--- src/rtl/dec_stage_if.sv ---
// Bus between the fetch/control side and the MIPS decode stage.
// Carries the fetched instruction, register-file write-back controls,
// write-back data, and the decoded read operands and immediate.
// Handshake: none. There is no valid/ready pair. Every input is taken as
// valid on every cycle. Writes commit on the rising clock edge. Read
// outputs are combinational and valid whenever the inputs are stable.
interface dec_stage_if #(
   parameter int DATA_W = 32
);
   logic [31:0]       Instr;
   logic              RF_WrEn;
   logic              RF_WrData_sel;
   logic              RF_B_sel;
   logic [1:0]        ImmExt_sel;
   logic [DATA_W-1:0] ALU_out;
   logic [DATA_W-1:0] MEM_out;
   logic [DATA_W-1:0] RF_A;
   logic [DATA_W-1:0] RF_B;
   logic [DATA_W-1:0] Immed;

   // Fetch/control side: drives the instruction and the write-back.
   modport master (
      output Instr, RF_WrEn, RF_WrData_sel, RF_B_sel, ImmExt_sel, ALU_out, MEM_out,
      input  RF_A, RF_B, Immed
   );

   // Decode stage: consumes the controls and produces the operands.
   modport slave (
      input  Instr, RF_WrEn, RF_WrData_sel, RF_B_sel, ImmExt_sel, ALU_out, MEM_out,
      output RF_A, RF_B, Immed
   );
endinterface

--- src/rtl/dec_stage.sv ---
// MIPS instruction-decode stage.
// Contains a 32x32 register file with two combinational read ports and one
// write port. Register 0 always reads as zero. The stage also extends the
// 16-bit immediate.
// Optional feature macro: DEC_STAGE_RF_BYPASS_EN. When it is defined, a read
// port whose address matches the pending write address returns the write
// data in the same cycle (write-first forwarding).
module dec_stage #(
   parameter int DATA_W = 32,
   parameter int REG_N  = 32
) (
   input logic        Clk,
   input logic        Reset,
   dec_stage_if.slave bus
);
   localparam int ADDR_W = 5;

   // Instruction fields. Note that this datapath names the [20:16] field
   // "rd" (the write address) and the [15:11] field "rt".
   logic [ADDR_W-1:0] rs;
   logic [ADDR_W-1:0] rd;
   logic [ADDR_W-1:0] rt;
   logic [15:0]       imm;
   logic [ADDR_W-1:0] b_addr;
   logic [DATA_W-1:0] wr_data;
   logic [DATA_W-1:0] rd_a;
   logic [DATA_W-1:0] rd_b;
   logic [DATA_W-1:0] imm_ext;
   logic              unused_opcode;

   logic [DATA_W-1:0] regs [REG_N];

   assign rs            = bus.Instr[25:21];
   assign rd            = bus.Instr[20:16];
   assign rt            = bus.Instr[15:11];
   assign imm           = bus.Instr[15:0];
   assign unused_opcode = &{1'b0, bus.Instr[31:26]};

   assign b_addr  = bus.RF_B_sel ? rd : rt;
   assign wr_data = bus.RF_WrData_sel ? bus.MEM_out : bus.ALU_out;

   // Register array: reset clears every entry and drops any write in that
   // cycle. A write only happens when it is enabled, so wr_data (and an
   // undriven select) is ignored while RF_WrEn is low. Entry 0 is never written.
   always_ff @(posedge Clk) begin
      if (Reset) begin
         for (int i = 0; i < REG_N; i++) begin
            regs[i] <= '0;
         end
      end else if (bus.RF_WrEn && (rd != '0)) begin
         regs[rd] <= wr_data;
      end
   end

   // Read port A: address rs. Address 0 reads as zero, with optional forwarding.
   always_comb begin
      rd_a = (rs == '0) ? '0 : regs[rs];
`ifdef DEC_STAGE_RF_BYPASS_EN
      if (bus.RF_WrEn && (rd != '0) && (rs == rd)) begin
         rd_a = wr_data;
      end
`endif
   end

   // Read port B: address rt or rd. Address 0 reads as zero, with optional forwarding.
   always_comb begin
      rd_b = (b_addr == '0) ? '0 : regs[b_addr];
`ifdef DEC_STAGE_RF_BYPASS_EN
      if (bus.RF_WrEn && (rd != '0) && (b_addr == rd)) begin
         rd_b = wr_data;
      end
`endif
   end

   // Immediate extension: a pure function of the instruction and the mode.
   always_comb begin
      imm_ext = {{16{imm[15]}}, imm};
      case (bus.ImmExt_sel)
         2'b00:   imm_ext = {{16{imm[15]}}, imm};
         2'b01:   imm_ext = {16'b0, imm};
         2'b10:   imm_ext = {imm, 16'b0};
         2'b11:   imm_ext = {{14{imm[15]}}, imm, 2'b00};
         default: imm_ext = {{16{imm[15]}}, imm};
      endcase
   end

   assign bus.RF_A  = rd_a;
   assign bus.RF_B  = rd_b;
   assign bus.Immed = imm_ext;
endmodule

--- src/flat_wrapper.sv ---
// flat-port wrapper written by rule: the top's interface ports become plain ports
module dec_stage_flat 
#(
   parameter int DATA_W = 32,
   parameter int REG_N  = 32
)
  (Clk, Reset, bus_Instr, bus_RF_WrEn, bus_RF_WrData_sel, bus_RF_B_sel, bus_ImmExt_sel, bus_ALU_out, bus_MEM_out, bus_RF_A, bus_RF_B, bus_Immed);
  dec_stage_if #(.DATA_W(DATA_W)) bus_i ();
  input logic Clk;
  input logic Reset;
  input wire logic [$bits(bus_i.Instr)-1:0] bus_Instr;
  input wire logic [$bits(bus_i.RF_WrEn)-1:0] bus_RF_WrEn;
  input wire logic [$bits(bus_i.RF_WrData_sel)-1:0] bus_RF_WrData_sel;
  input wire logic [$bits(bus_i.RF_B_sel)-1:0] bus_RF_B_sel;
  input wire logic [$bits(bus_i.ImmExt_sel)-1:0] bus_ImmExt_sel;
  input wire logic [$bits(bus_i.ALU_out)-1:0] bus_ALU_out;
  input wire logic [$bits(bus_i.MEM_out)-1:0] bus_MEM_out;
  output wire logic [$bits(bus_i.RF_A)-1:0] bus_RF_A;
  output wire logic [$bits(bus_i.RF_B)-1:0] bus_RF_B;
  output wire logic [$bits(bus_i.Immed)-1:0] bus_Immed;
  assign bus_i.Instr = bus_Instr;
  assign bus_i.RF_WrEn = bus_RF_WrEn;
  assign bus_i.RF_WrData_sel = bus_RF_WrData_sel;
  assign bus_i.RF_B_sel = bus_RF_B_sel;
  assign bus_i.ImmExt_sel = bus_ImmExt_sel;
  assign bus_i.ALU_out = bus_ALU_out;
  assign bus_i.MEM_out = bus_MEM_out;
  assign bus_RF_A = bus_i.RF_A;
  assign bus_RF_B = bus_i.RF_B;
  assign bus_Immed = bus_i.Immed;
  dec_stage #(.DATA_W(DATA_W), .REG_N(REG_N)) u_core (.Clk(Clk), .Reset(Reset), .bus(bus_i));
endmodule
--- config.mk ---
export PLATFORM = sky130hd
export DESIGN_NAME = dec_stage_flat
export DESIGN_NICKNAME = d
export VERILOG_FILES = /design/src/rtl/dec_stage_if.sv /design/src/rtl/dec_stage.sv /design/src/flat_wrapper.sv
export SDC_FILE = /design/constraint.sdc
export NUM_CORES = 2
export LEC_CHECK = 0
export BUFFER_PORTS_ARGS = -buffer_cell sky130_fd_sc_hd__buf_2
export CAP_MARGIN = 20
export CORE_MARGIN = 2
export CORE_UTILIZATION = 57
export DETAILED_ROUTE_END_ITERATION = 12
export PLACE_DENSITY = 0.77
export SYNTH_ARGS = -nofsm -noshare
export SYNTH_HDL_FRONTEND = slang
export SYNTH_SLANG_ARGS = --single-unit
--- constraint.sdc ---
create_clock -name Clk -period 2.95 [get_ports Clk]
set_input_delay 0.295 -clock Clk [delete_from_list [all_inputs] [get_ports Clk]]
set_output_delay 0.295 -clock Clk [all_outputs]
set_load 0.02 [all_outputs]
==> results by group <==
STA
  • Final worst setup slack: -0.1926 ns
  • Fin. Hold Viols: 0
  • Period utilisation layout: 106.5%
  • Slew HR: between 30% and 40%
  • Fmax: around 320 MHz
  • Final min period: 3.143 ns
  • Slew Viols, Final: 0
  • Unrepaired setup endpoints after global routing: true
  • Worst Tran Pin Value: between 0.9 and 1 ns
  • Final setup fails: 25

Layout
  • Largest Register: u_core.regs
  • Regs by FF count: u_core.regs (1024)
  • Nets: 4291
  • Reg area: 0.03075 mm2
  • Filler cells: around 6k
  • Area of the multi-input gates: 0.02152 mm2
  • Cell area after layout: around 0.063 mm2
  • Max reg flops: around 1k
  • Area growth from synthesis to layout: 19.06%
  • Final Instance Count excl. Fillers: 5522
  • Layout cells sized above 1: between 30% and 40%

Route
  • Routed WL per cell: approximately 37 um
  • Detailed Routing Iterations Pass 1: 7
  • Remaining antenna violation count: 0
  • Drt total wl: around 200000 um
  • Via Count: approximately 41k
  • DR DRC count: 0
  • Via density: about 7.4
  • DR iter-0 viols: slightly above 8k

Logic synthesis
  • Synth warn: 0
  • Top FF cell, synth: edfxtp_1
  • Post-Synth Simple-Gate Area: between 10% and 20%
  • Compound-Gate Fraction of Synth Area: about 3.5%
  • Mux cell area share after synthesis: a little under a quarter
  • Synth top cells by count: nor2_1 (1047), edfxtp_1 (1024), mux4_2 (495)
  • Post-synthesis instance area: roughly 0.053 mm2
  • Post-synth EDFFs: 1024
  • Synth Area in XOR/XNOR: 0%
  • Ys async rst share: 0%
  • Adder-Cell Fraction of Synth Area: 0%
  • Mean post-synth cell area: 13.88 um2
  • #FFs+latches synth: 1024
  • Synth unique cells: 60
  • Largest family of logic cells by synthesized area: multiplexers
  • Most instantiated library cell after synthesis: nor2_1
  • Largest cells by area after synthesis: edfxtp_1 (58%), mux4_2 (21%), nor2_1 (7.4%)
  • Gate count of the mapped netlist: around 3.8k
  • Sequential area share after synthesis: about 58%
  • Top cell type's share of synthesized area: between 50% and 60%
  • Largest area contributor in the netlist: edfxtp_1

Power and ir drop
  • Reg power frac: between 40% and 50%
  • Gate power share: between 10% and 20%
  • Power per cell area: 591.6 mW/mm2
  • Internal power component: roughly 27000 uW
  • Psw: between 10000 and 15000 uW
  • Clock Power Share: approximately 36%
  • Switching Share: 26.97%
  • Worst vdd ir: approximately 0.54 mV
  • Pleak: around 0.022 uW

Outcome
  • Failing checks: setup timing
  • Status: complete, but fails checks

CTS
  • Hold-fix buffers, CTS: 0
  • Clk pin slew, worst setup/hold paths: 0.06 ns
  • Deepest clock path buffer count: 3
  • Sink Count: roughly 1k
  • CTS Root Cell: clkbuf_16
  • CTS HTree Levels: 3
  • CTS Buf Count: between 100 and 150
  • TritonCTS clock tree: built

Global routing
  • Tot GR Track Use: approximately 43%
  • Vias in the first global route: 39.97k
  • Grt ovf: 0
  • Initial antenna violation count: 11
  • First-pass GRT wire length: ~280000 um
  • Pin count of the biggest net entering global routing: 54

Setup path
  • Critical Path RT: 2.65 ns
  • Startpoint Class: primary input
  • Crit-path max FO: 7
  • CP endpoint kind: primary output
  • Arrival time worst endpoint: about 2.9 ns
  • WS Path Type: primary input to primary output

Die
  • Core ar.: slightly above 0.09 mm2
  • Initial Util: a little under 60%
  • I/O pin count: around 200
  • Die Footprint: about 0.095 mm2
  • Row cnt: ~110
  • Die H: between 300 and 400 um
  • Die width: just over 300 um

Worst hold path
  • Worst min path class: primary input to flop

Place
  • Gpl congestion: roughly 0.95
  • Placed cell area: 0.05860 mm2
  • DP Wirelength: 122800 um
  • Port buffer count: ~190
  • Placed cell count: ~5.3k

Run
  • Max-cap violation count: 0
==> metal layers <==
layer	wire [um]	vias to the layer above	part of all wire (%)	GRT usage [%]
li1	-	15220	-	-
met1	59090	19800	29	51.69
met2	87340	4868	43	61.55
met3	38950	1210	19	17.98
met4	18720	14	9.2	31.67
met5	88	-	0.043	0.1011
==> stage by stage <==
| step | hold WS, ns | power (uW) | TNS (ns) | util [%] | setup slack (ns) |
|---|---|---|---|---|---|
| global placement | 0.8886 | 23420 | -3.905 | 63.73 | -0.2932 |
| floorplan | 0.5720 | 20850 | 0 | - | 0.1619 |
| CTS | 0.1889 | 36760 | -0.9157 | 67.88 | -0.1054 |
| finish | 0.2012 | 37340 | -1.766 | 68.65 | -0.1926 |
| global route | 0.2139 | 37910 | -1.337 | 68.64 | -0.1628 |
| detailed placement | 0.9057 | 23590 | -4.461 | 63.73 | -0.3513 |
==> power groups by stage <==
stage	registers [uW]	logic, uW	clock network (uW)
5_1_grt	17300	6810	13800
4_1_cts	17200	6260	13300
2_1_floorplan	17300	3500	0
6_report	17300	6740	13300
3_3_place_gp	17400	5990	0
3_5_place_dp	17500	6070	0
==> timing repair <==
| item | in CTS | in global routing |
|---|---|---|
| buffers inserted | 14 | 30 |
| setup endpoints to repair | 46 | 46 |
| pin swaps | 10 | 12 |
| endpoints found under the hold margin | 0 | 0 |
| gates resized for setup | 55 | 110 |
| cloned | 3 | 1 |
==> cells by family (layout without fill, tap and decap cells) <==
group           after synthesis  after routing
buf+inv                     416            838
compound gates              253            253
other cells                   1             38
simple gates               1482           1482
mux                         643            644
flops                      1024           1024
==> placed cells by master (no fill, tap or decap), types with 10 or more instances in the layout <==
cell       instances
nor2_1          1029
edfxtp_1        1024
mux4_2           495
buf_4            323
nand2_1          249
buf_2            166
clkbuf_16        105
buf_12           103
mux2i_1           80
nand3_1           72
a21oi_1           45
nand2_2           32
conb_1            32
nand2b_2          31
buf_6             31
clkbuf_1          30
a21o_1            26
mux2i_2           25
clkinv_1          24
mux2i_4           24
o211ai_1          17
o21ai_0           16
mux2_2            16
inv_1             15
clkinv_2          15
o2111ai_1         13
nor2_4            12
o221ai_1          12
a221o_1           12
bufinv_16         12
o22ai_1           10
o2111ai_2         10
==> final timing paths <==
kind	start	to	slack [ns]	cells past startpoint
worst max-delay path	bus_RF_B_sel	bus_RF_B[14]	-0.19	11
worst min-delay path	bus_MEM_out[12]	u_core.regs[24][12]	0.20	4
==> cell type report <==
| class | count | share of cell area (%) |
|---|---|---|
| clock buffers | 135 | 4.341 |
| inverters | 16 | 0.09515 |
| repair buffers | 631 | 9.291 |
| diodes | 6 | 0.02379 |
| clock inverters | 56 | 0.9752 |
| flip-flops and latches | 1024 | 48.71 |
| multi-input cells | 2411 | 34.10 |
| well taps | 1243 | 2.464 |
==> critical path, cell delays in order <==
cell	delay (ns)
buf_12	0.11
buf_6	0.17
nor2b_1	0.11
buf_4	0.16
a21oi_4	0.37
nand2_1	0.17
buf_12	0.20
or3_1	0.36
a222oi_1	0.56
buf_4	0.21
buf_6	0.11
(Power assumes the default switching activity.)
